--- src/rtl/uart_mmio_ctrl.sv ---
// uart_mmio_ctrl: memory-mapped register window in front of a byte UART.
// The CPU reaches it through execute-stage load/store decode. Read data is
// registered for the memory stage. RX and TX FIFOs sit between the CPU side
// and the UART's valid/ready byte interface.
module uart_mmio_ctrl #(
    parameter int         DEPTH   = 8,
    parameter logic [3:0] BASE_HI = 4'h8
) (
    input  logic        clk,
    input  logic        rst,
    input  logic        stall,
    input  logic [5:0]  opcode_e,
    input  logic [31:0] addr_e,
    input  logic [7:0]  wdata_e,
    output logic [31:0] rdata_m,
    output logic        sel_m,
    output logic [7:0]  DataIn,
    output logic        DataInValid,
    input  logic        DataInReady,
    input  logic [7:0]  DataOut,
    input  logic        DataOutValid,
    output logic        DataOutReady,
    output logic        rx_irq
);

    localparam int PW = $clog2(DEPTH);
    localparam int CW = PW + 1;
    localparam logic [CW-1:0] FULL_CNT = CW'(DEPTH);

    localparam logic [7:0] OFF_TXST = 8'h00;
    localparam logic [7:0] OFF_RXST = 8'h04;
    localparam logic [7:0] OFF_TXD  = 8'h08;
    localparam logic [7:0] OFF_RXD  = 8'h0C;
    localparam logic [7:0] OFF_RXC  = 8'h10;
    localparam logic [7:0] OFF_TXC  = 8'h14;
    localparam logic [7:0] OFF_FLG  = 8'h18;

    // Occupancy step: simultaneous push and pop leave the count unchanged.
    function automatic logic [CW-1:0] f_next_cnt(input logic [CW-1:0] cnt,
                                                 input logic push,
                                                 input logic pop);
        case ({push, pop})
            2'b10:   return cnt + CW'(1);
            2'b01:   return cnt - CW'(1);
            default: return cnt;
        endcase
    endfunction

    // FIFO storage (data only, never reset) and control state
    logic [7:0]    r_tx_mem [DEPTH];
    logic [7:0]    r_rx_mem [DEPTH];
    logic [PW-1:0] r_tx_wp, r_tx_rp, r_rx_wp, r_rx_rp;
    logic [CW-1:0] r_tx_cnt, r_rx_cnt;
    logic [1:0]    r_flags;          // bit0 tx_ovf, bit1 rx_underflow
    logic [31:0]   r_rdata;
    logic          r_sel;

    logic          w_is_load, w_is_store, w_sel, w_hit_ld, w_hit_st;
    logic [7:0]    w_off;
    logic          w_tx_full, w_tx_empty, w_rx_full, w_rx_empty;
    logic          w_tx_push, w_tx_pop, w_rx_push, w_rx_pop;
    logic          w_tx_ovf_set, w_rx_unf_set, w_flags_clr;
    logic [31:0]   w_rd_val;
    logic          w_unused_addr;

    // Opcode classification: which opcodes count as loads and stores
    always_comb begin
        w_is_load  = 1'b0;
        w_is_store = 1'b0;
        case (opcode_e)
            6'h20, 6'h21, 6'h23, 6'h24, 6'h25: w_is_load  = 1'b1;
            6'h28, 6'h29, 6'h2B:               w_is_store = 1'b1;
            default: ;
        endcase
    end

    // Address bits between the block select and the register offset are don't-care.
    assign w_unused_addr = ^addr_e[27:8];

    assign w_off    = addr_e[7:0];
    assign w_sel    = (addr_e[31:28] == BASE_HI) && !stall;
    assign w_hit_ld = w_sel && w_is_load;
    assign w_hit_st = w_sel && w_is_store;

    assign w_tx_full  = (r_tx_cnt == FULL_CNT);
    assign w_tx_empty = (r_tx_cnt == '0);
    assign w_rx_full  = (r_rx_cnt == FULL_CNT);
    assign w_rx_empty = (r_rx_cnt == '0);

    // UART-facing handshakes are forced idle while reset is held, so a reset
    // in the middle of a transfer never completes a TX or RX handshake.
    assign DataInValid  = !w_tx_empty && !rst;
    assign DataIn       = r_tx_mem[r_tx_rp];
    assign DataOutReady = !w_rx_full && !rst;
    assign rx_irq       = !w_rx_empty && !rst;

    // Fullness/emptiness is judged on start-of-cycle counts, so a TX store to
    // a full FIFO drops even if the UART pops in the same cycle.
    assign w_tx_push    = w_hit_st && (w_off == OFF_TXD) && !w_tx_full;
    assign w_tx_ovf_set = w_hit_st && (w_off == OFF_TXD) &&  w_tx_full;
    assign w_tx_pop     = DataInValid && DataInReady;
    assign w_rx_push    = DataOutValid && DataOutReady;
    assign w_rx_pop     = w_hit_ld && (w_off == OFF_RXD) && !w_rx_empty;
    assign w_rx_unf_set = w_hit_ld && (w_off == OFF_RXD) &&  w_rx_empty;
    assign w_flags_clr  = w_hit_st && (w_off == OFF_FLG);

    // Register read mux; every value reflects state before this cycle's updates.
    always_comb begin
        w_rd_val = 32'h0;
        case (w_off)
            OFF_TXST: w_rd_val = {31'h0, !w_tx_full};
            OFF_RXST: w_rd_val = {31'h0, !w_rx_empty};
            OFF_RXD:  w_rd_val = w_rx_empty ? 32'h0 : {24'h0, r_rx_mem[r_rx_rp]};
            OFF_RXC:  w_rd_val = {{(32-CW){1'b0}}, r_rx_cnt};
            OFF_TXC:  w_rd_val = {{(32-CW){1'b0}}, r_tx_cnt};
            OFF_FLG:  w_rd_val = {30'h0, r_flags};
            default:  w_rd_val = 32'h0;
        endcase
    end

    // FIFO data writes; stale entries are harmless because pointers gate them.
    always_ff @(posedge clk) begin
        if (w_tx_push) r_tx_mem[r_tx_wp] <= wdata_e;
        if (w_rx_push) r_rx_mem[r_rx_wp] <= DataOut;
    end

    // FIFO pointers and counts; pointers wrap naturally at the power-of-two depth.
    always_ff @(posedge clk) begin
        if (rst) begin
            r_tx_wp  <= '0;
            r_tx_rp  <= '0;
            r_rx_wp  <= '0;
            r_rx_rp  <= '0;
            r_tx_cnt <= '0;
            r_rx_cnt <= '0;
        end else begin
            if (w_tx_push) r_tx_wp <= r_tx_wp + PW'(1);
            if (w_tx_pop)  r_tx_rp <= r_tx_rp + PW'(1);
            if (w_rx_push) r_rx_wp <= r_rx_wp + PW'(1);
            if (w_rx_pop)  r_rx_rp <= r_rx_rp + PW'(1);
            r_tx_cnt <= f_next_cnt(r_tx_cnt, w_tx_push, w_tx_pop);
            r_rx_cnt <= f_next_cnt(r_rx_cnt, w_rx_push, w_rx_pop);
        end
    end

    // Sticky error flags; a store to the flag register clears both.
    always_ff @(posedge clk) begin
        if (rst)              r_flags <= 2'b00;
        else if (w_flags_clr) r_flags <= 2'b00;
        else                  r_flags <= r_flags | {w_rx_unf_set, w_tx_ovf_set};
    end

    // Memory-stage read register; frozen while the pipeline is stalled.
    always_ff @(posedge clk) begin
        if (rst) begin
            r_rdata <= 32'h0;
            r_sel   <= 1'b0;
        end else if (!stall) begin
            r_sel   <= w_hit_ld;
            r_rdata <= w_hit_ld ? w_rd_val : 32'h0;
        end
    end

    assign rdata_m = r_rdata;
    assign sel_m   = r_sel;

endmodule

--- config.mk ---
export PLATFORM = sky130hd
export DESIGN_NAME = uart_mmio_ctrl
export DESIGN_NICKNAME = d
export VERILOG_FILES = /design/src/rtl/uart_mmio_ctrl.sv
export SDC_FILE = /design/constraint.sdc
export NUM_CORES = 1
export LEC_CHECK = 0
export ABC_AREA = 1
export CAP_MARGIN = 20
export CORE_UTILIZATION = 40
export DETAILED_ROUTE_END_ITERATION = 10
export GPL_ROUTABILITY_DRIVEN = 0
export PLACE_DENSITY_LB_ADDON = 0.12
export SLEW_MARGIN = 20
export SYNTH_ARGS = -nofsm -noshare
export SYNTH_HDL_FRONTEND = slang
export SYNTH_SLANG_ARGS = --single-unit
--- constraint.sdc ---
create_clock -name clk -period 2.6 [get_ports clk]
set_clock_uncertainty 0.15 [all_clocks]
set_input_delay 0.26 -clock clk [delete_from_list [all_inputs] [get_ports clk]]
set_output_delay 0.26 -clock clk [all_outputs]
set_load 0.02 [all_outputs]
# After elaboration in Yosys (flattened, before gate mapping)
# Memory sizes are Yosys's and may differ from the RTL's. A register that Yosys moved wholly into a read port is not among the register bits.
# Index checks and enable logic that the tools add are counted.
word_totals:
  regBits: 55
  latchBits: 0
  mem_bits_rw: 128
  romBits: 0
  out_inout_bits: 44
  word_cells: 85
  memories: 2
classes:
  addsub: 8
  multipliers: 0
  div: 0
  n_lt_le_gt_ge: 0
  eq_ne: 21
  n_shift: 0
  mux: 15
  n_bitwise: 1
  reduce_logical: 29
memory_table:
  columns: ["memory", "depth", "word_bits", "rd", "rd_clocked_by_memory_dff", "write_ports", "line", "source"]
  rows:
  - ["r_rx_mem", 8, 8, 1, 1, 1, "51", "logic [7:0] r_rx_mem [DEPTH];"]
  - ["r_tx_mem", 8, 8, 1, 1, 1, "50", "logic [7:0] r_tx_mem [DEPTH];"]
op_table:
  columns: ["cell", "n"]
  rows:
  - ["6-bit equality test, second input constant", 8]
  - ["8-bit case mux with 6 select lines", 1]
  - ["32-bit 2-to-1 mux", 1]
  - ["8-bit by 5-bit equality test with 1-bit output, second input constant", 3]
  - ["8-bit by 4-bit equality test with 1-bit output, second input constant", 2]
  - ["4-bit case mux with 2 select lines", 2]
  - ["1-bit logical AND", 15]
  - ["3-bit by 1-bit adder with 3-bit output, second input constant", 4]
  - ["4-bit equality test, second input constant", 3]
  - ["3-bit 2-to-1 mux", 4]
  - ["4-bit by 1-bit adder with 4-bit output, second input constant", 2]
  - ["8-bit by 3-bit equality test with 1-bit output, second input constant", 1]
  - ["4-bit logical NOT", 2]
  - ["8-bit logical NOT", 1]
  - ["8-bit 2-to-1 mux", 1]
  - ["4-bit by 1-bit subtractor with 4-bit output, second input constant", 2]
  - ["1-bit logical NOT", 6]
  - ["1-bit 2-to-1 mux", 6]
  - ["5-bit OR reduction", 1]
  - ["2-bit by 1-bit equality test with 1-bit output, second input constant", 2]
  - ["2-bit equality test, second input constant", 2]
  - ["2-bit nonzero test", 2]
  - ["3-bit OR reduction", 1]
  - ["2-bit bitwise OR", 1]
  - ["2-bit OR reduction", 1]

# Depth between registers and ports, before layout
logic_depth:
  ltp_word: 8
  ltp_mapped: 15
  ltp_nobuf: 14

# Worst setup path after synthesis
# No wires, ideal clock.
synth_timing:
  path_kind: "flip-flop to flip-flop"
  start: "register r_rx_cnt[0]"
  end: "register r_rx_cnt[2]"
  setup_time_ns: 0.115
  arrival_ns: 2.162
  setup_slack_ns: 0.172
  path_stages_with_launch: 11
  n_path_buf: 0
  path_cell_list: "dfxtp_1 nor2_2 a31oi_1 nand2_1 ha_1 xor2_1 ha_1 a21oi_1 xnor2_1 o21ai_0 inv_1"
synth_between:
  elab_chain_len: 6
synth_lines:
  columns: ["element", "line", "source"]
  rows:
  - ["from (decl)", "53", "logic [CW-1:0] r_tx_cnt, r_rx_cnt;"]
  - ["from (signal assigned)", "142", "r_rx_cnt <= f_next_cnt(r_rx_cnt, w_rx_push, w_rx_pop);"]
  - ["4-bit equality test *", "87", "assign w_rx_full = (r_rx_cnt == FULL_CNT);"]
  - ["1-bit logical NOT *", "94", "assign DataOutReady = !w_rx_full && !rst;"]
  - ["1-bit logical AND *", "94", null]
  - ["net DataOutReady", "22", "output logic DataOutReady,"]
  - ["1-bit logical AND *", "102", "assign w_rx_push = DataOutValid && DataOutReady;"]
  - ["2-bit by 1-bit equality test with 1-bit output / 2-bit equality test (equally long branches)", "42", "case ({push, pop})"]
  - ["4-bit case mux with 2 select lines / 2-bit nonzero test (equally long branches)", null, null]
# Mark *: on every way through the listed nets, which the timed path passes. The rest lies on a longest branch.
# A chain may end at the register's enable or synchronous reset.

# Final worst setup path
layout_timing:
  start: "register r_rx_cnt[2]"
  end: "output DataOutReady"
layout_between:
  elab_chain_len: 3
layout_lines:
  columns: ["element", "line"]
  rows:
  - ["4-bit equality test", "87"]
  - ["1-bit logical NOT", "94"]
  - ["1-bit logical AND", "94"]
  - ["to (decl)", "22"]
# No other way between the ends.

==> run metrics <==
postcts setup bufs 0; row cnt 48; max_cap viols 0; CP startpoint r_rx_cnt[2]; Clock Root Buffer clkbuf_16; worst rel slew slack 0.610; Reg2Reg Depth 13; CP max stage cell clkdlybuf4s50_1; Tot GR Track Use 0.181; TritonCTS clock tree built; total wire length 15600 um; Critical Path Source Type register; largest net degree at the start of global routing 36; IO buf count 58; # fillers 1558; CP peak stage delay 590 ps; Mapped Avg Cell Area 10.4 um2; ant diodes 0; top cells by count, synth edfxtp_1 (128), nand2_1 (119), nor2_1 (107); EDFF count, synth 128; Routed Antenna Nets 0; Synth Warn # 0; minimum clock period 2360 ps; via count 5023; clk buf depth 2; total power per unit cell area 625 nW/um2; synth top area cells edfxtp_1 (53%), dfxtp_1 (10%), nand2_1 (6.1%), nor2_1 (5.5%), o21ai_0 (3.6%); DP HPWL 10600 um; Die ar. 18700 um2; RSZ-0062 raised after global routing false; count leader, synth edfxtp_1; vias in the first global route 4933; CP Max Fanout 5; grt total ovfl 0; Final Hold Vio Count 0; Mapped Area 7270 um2; htree depth 4; R2R setup slack 290 ps; CTS Buf Count 17; Yosys cell types 38; Hold WC Path Type reg2reg; Setup crit end kind output port; worst r2r dst r_tx_cnt[2]; register area share after synthesis 0.631; number of setup violations in the final report 0; worst path cell trace inv_1 > a31oi_1 > buf_4 > clkdlybuf4s50_1; Core Box Area 17500 um2; Final TNS setup 0 ps; cell area after layout 8860 um2; Initial Util 0.414; Post-route DRC 0; Area growth syn-to-layout 21.9%; Iteration-0 DRC Markers 252; drt wl/cell 15.0 um; Clk pin slew, worst setup/hold paths 60 ps; CP arrival 1950 ps; Crit Reg-Reg Startpoint r_tx_cnt[0]; #FFs+latches synth 165; Clock Latency Late Sink 410 ps; Die Y 137 um; 1st-pass router iterations 4; Fmax achieved 0.425 GHz; post-synth top area cell edfxtp_1; status finished clean; first-pass GRT wire length 24900 um; post-route clock period utilization 0.906; Ports 103; layout cells sized above 1 0.141; prevailing post-synth register cell edfxtp_1; critical path endpoint DataOutReady; Slew Limit Fails 0; Chip Width 137 um; Tot Pwr 5530 uW; Peak VDD IR 0.429 mV; Critical Path RT 2190 ps; initial antenna violation count 0; share of the synthesized area in the top cell type 0.529; Worst-Margin Slew 584 ps; Total Nets Final 871; Post-Syn Instances 701; async set-reset flop share out of synthesis 0; Setup CP Type reg2out; Clock Sinks 165; total leakage power 0.00344 uW; Placed Area 8280 um2; DR vias/cell 4.83
[through the flow]
stage / util / std cells / hold WS (ps) / setup slack [ps]
2_1_floorplan: - / 724 / 209 / 172
3_3_place_gp: 0.472 / 1008 / 280 / -55.8
3_5_place_dp: 0.472 / 1008 / 296 / -143
4_1_cts: 0.505 / 1040 / 307 / 5.06
5_1_grt: 0.505 / 1040 / 331 / 33.5
6_report: 0.505 / 1040 / 310 / 244
[layer usage]
metal | GRT usage | wire, um | up-vias | part of all wire
li1 | - | - | 2540 | -
met1 | 0.236 | 7080 | 2350 | 0.45
met2 | 0.300 | 7560 | 123 | 0.48
met3 | 0.0333 | 798 | 10 | 0.051
met4 | 0.0641 | 184 | 0 | 0.012
met5 | 0 | 0 | - | 0
[timing repair]
action,CTS,global route
endpoints found under the setup margin,7,3
hold buffers,0,0
gates cloned,0,0
resized for setup,7,3
[power breakdown]
part / total, uW / internal, uW / switching (uW)
Combinational: 234 / 92.4 / 141
Sequential: 2860 / 2850 / 8.32
Clock: 2440 / 1420 / 1020
Total: 5530 / 4360 / 1170
[placed cells by master (no fill, tap or decap), drive strengths merged]
master         Yosys  final
a211oi             1      1
a21oi             29     29
a31oi              9      9
buf               37     49
bufinv             0      2
clkbuf            11     17
clkdlybuf4s50      0     50
clkinv             0      6
clkinvlp           0      5
conb               1     24
dfxtp             37     37
dlygate4sd2        0      7
dlymetal6s2s       0      1
edfxtp           128    128
ha                10     10
inv               54     56
nand2            125    125
nand3             53     53
nand3b             1      1
nand4              2      2
nor2             117    117
nor3               9      9
nor3b              1      1
o211ai             3      3
o21ai             55     55
o22ai              8      8
or2                1      1
xnor2              2      2
xor2               7      7
[logic make-up (layout without fill, tap and decap cells)]
group | after synthesis | after routing | share of synthesized area
other | 1 | 24 | 0.000516
xor gates and xnor gates | 9 | 9 | 0.0108
AOI/OAI and AO/OA | 105 | 105 | 0.0797
buffers and inverters | 102 | 193 | 0.0714
DFF | 165 | 165 | 0.631
and+or+nand+nor | 309 | 309 | 0.190
adders and majority gates | 10 | 10 | 0.0172
[cell type report]
cell class | count | area [um2] | area share
Inverter | 54 | 203 | 0.0229
Sequential cell | 165 | 4590 | 0.518
Multi-Input combinational cell | 457 | 2250 | 0.254
Clock buffer | 17 | 425 | 0.0480
Timing Repair Buffer | 107 | 955 | 0.108
Clock inverter | 15 | 155 | 0.0175
Tap cell | 225 | 282 | 0.0318
[sequential cells by signal, summed over array words and instances (netlist names), named ones only]
name	count
r_rx_mem	64
r_rx_wp	3
r_rx_rp	3
r_tx_wp	3
r_tx_rp	3
r_rx_cnt	4
r_flags	2
rdata_m	8
r_tx_mem	64
sel_m	1
r_tx_cnt	4
[worst min-delay path by stage]
stage / startpoint / endpoint / slack [ps] / depth (start not counted)
finish: r_flags[0] / r_flags[0] / 310 / 2
global route: r_flags[0] / r_flags[0] / 330 / 2
CTS: r_flags[0] / r_flags[0] / 310 / 2
detailed placement: r_tx_rp[2] / r_tx_rp[2] / 300 / 1
floorplan: DataOut[0] / r_rx_mem[0][0] / 210 / 0
global placement: r_tx_rp[2] / r_tx_rp[2] / 280 / 1
[worst max-delay path: cells and delay by family, from the launching register on]
kind	cells	cell delay [ps]
buf+inv	3	860
flops	1	340
compound gates	1	330
Power figures use the tool's default switching activity.
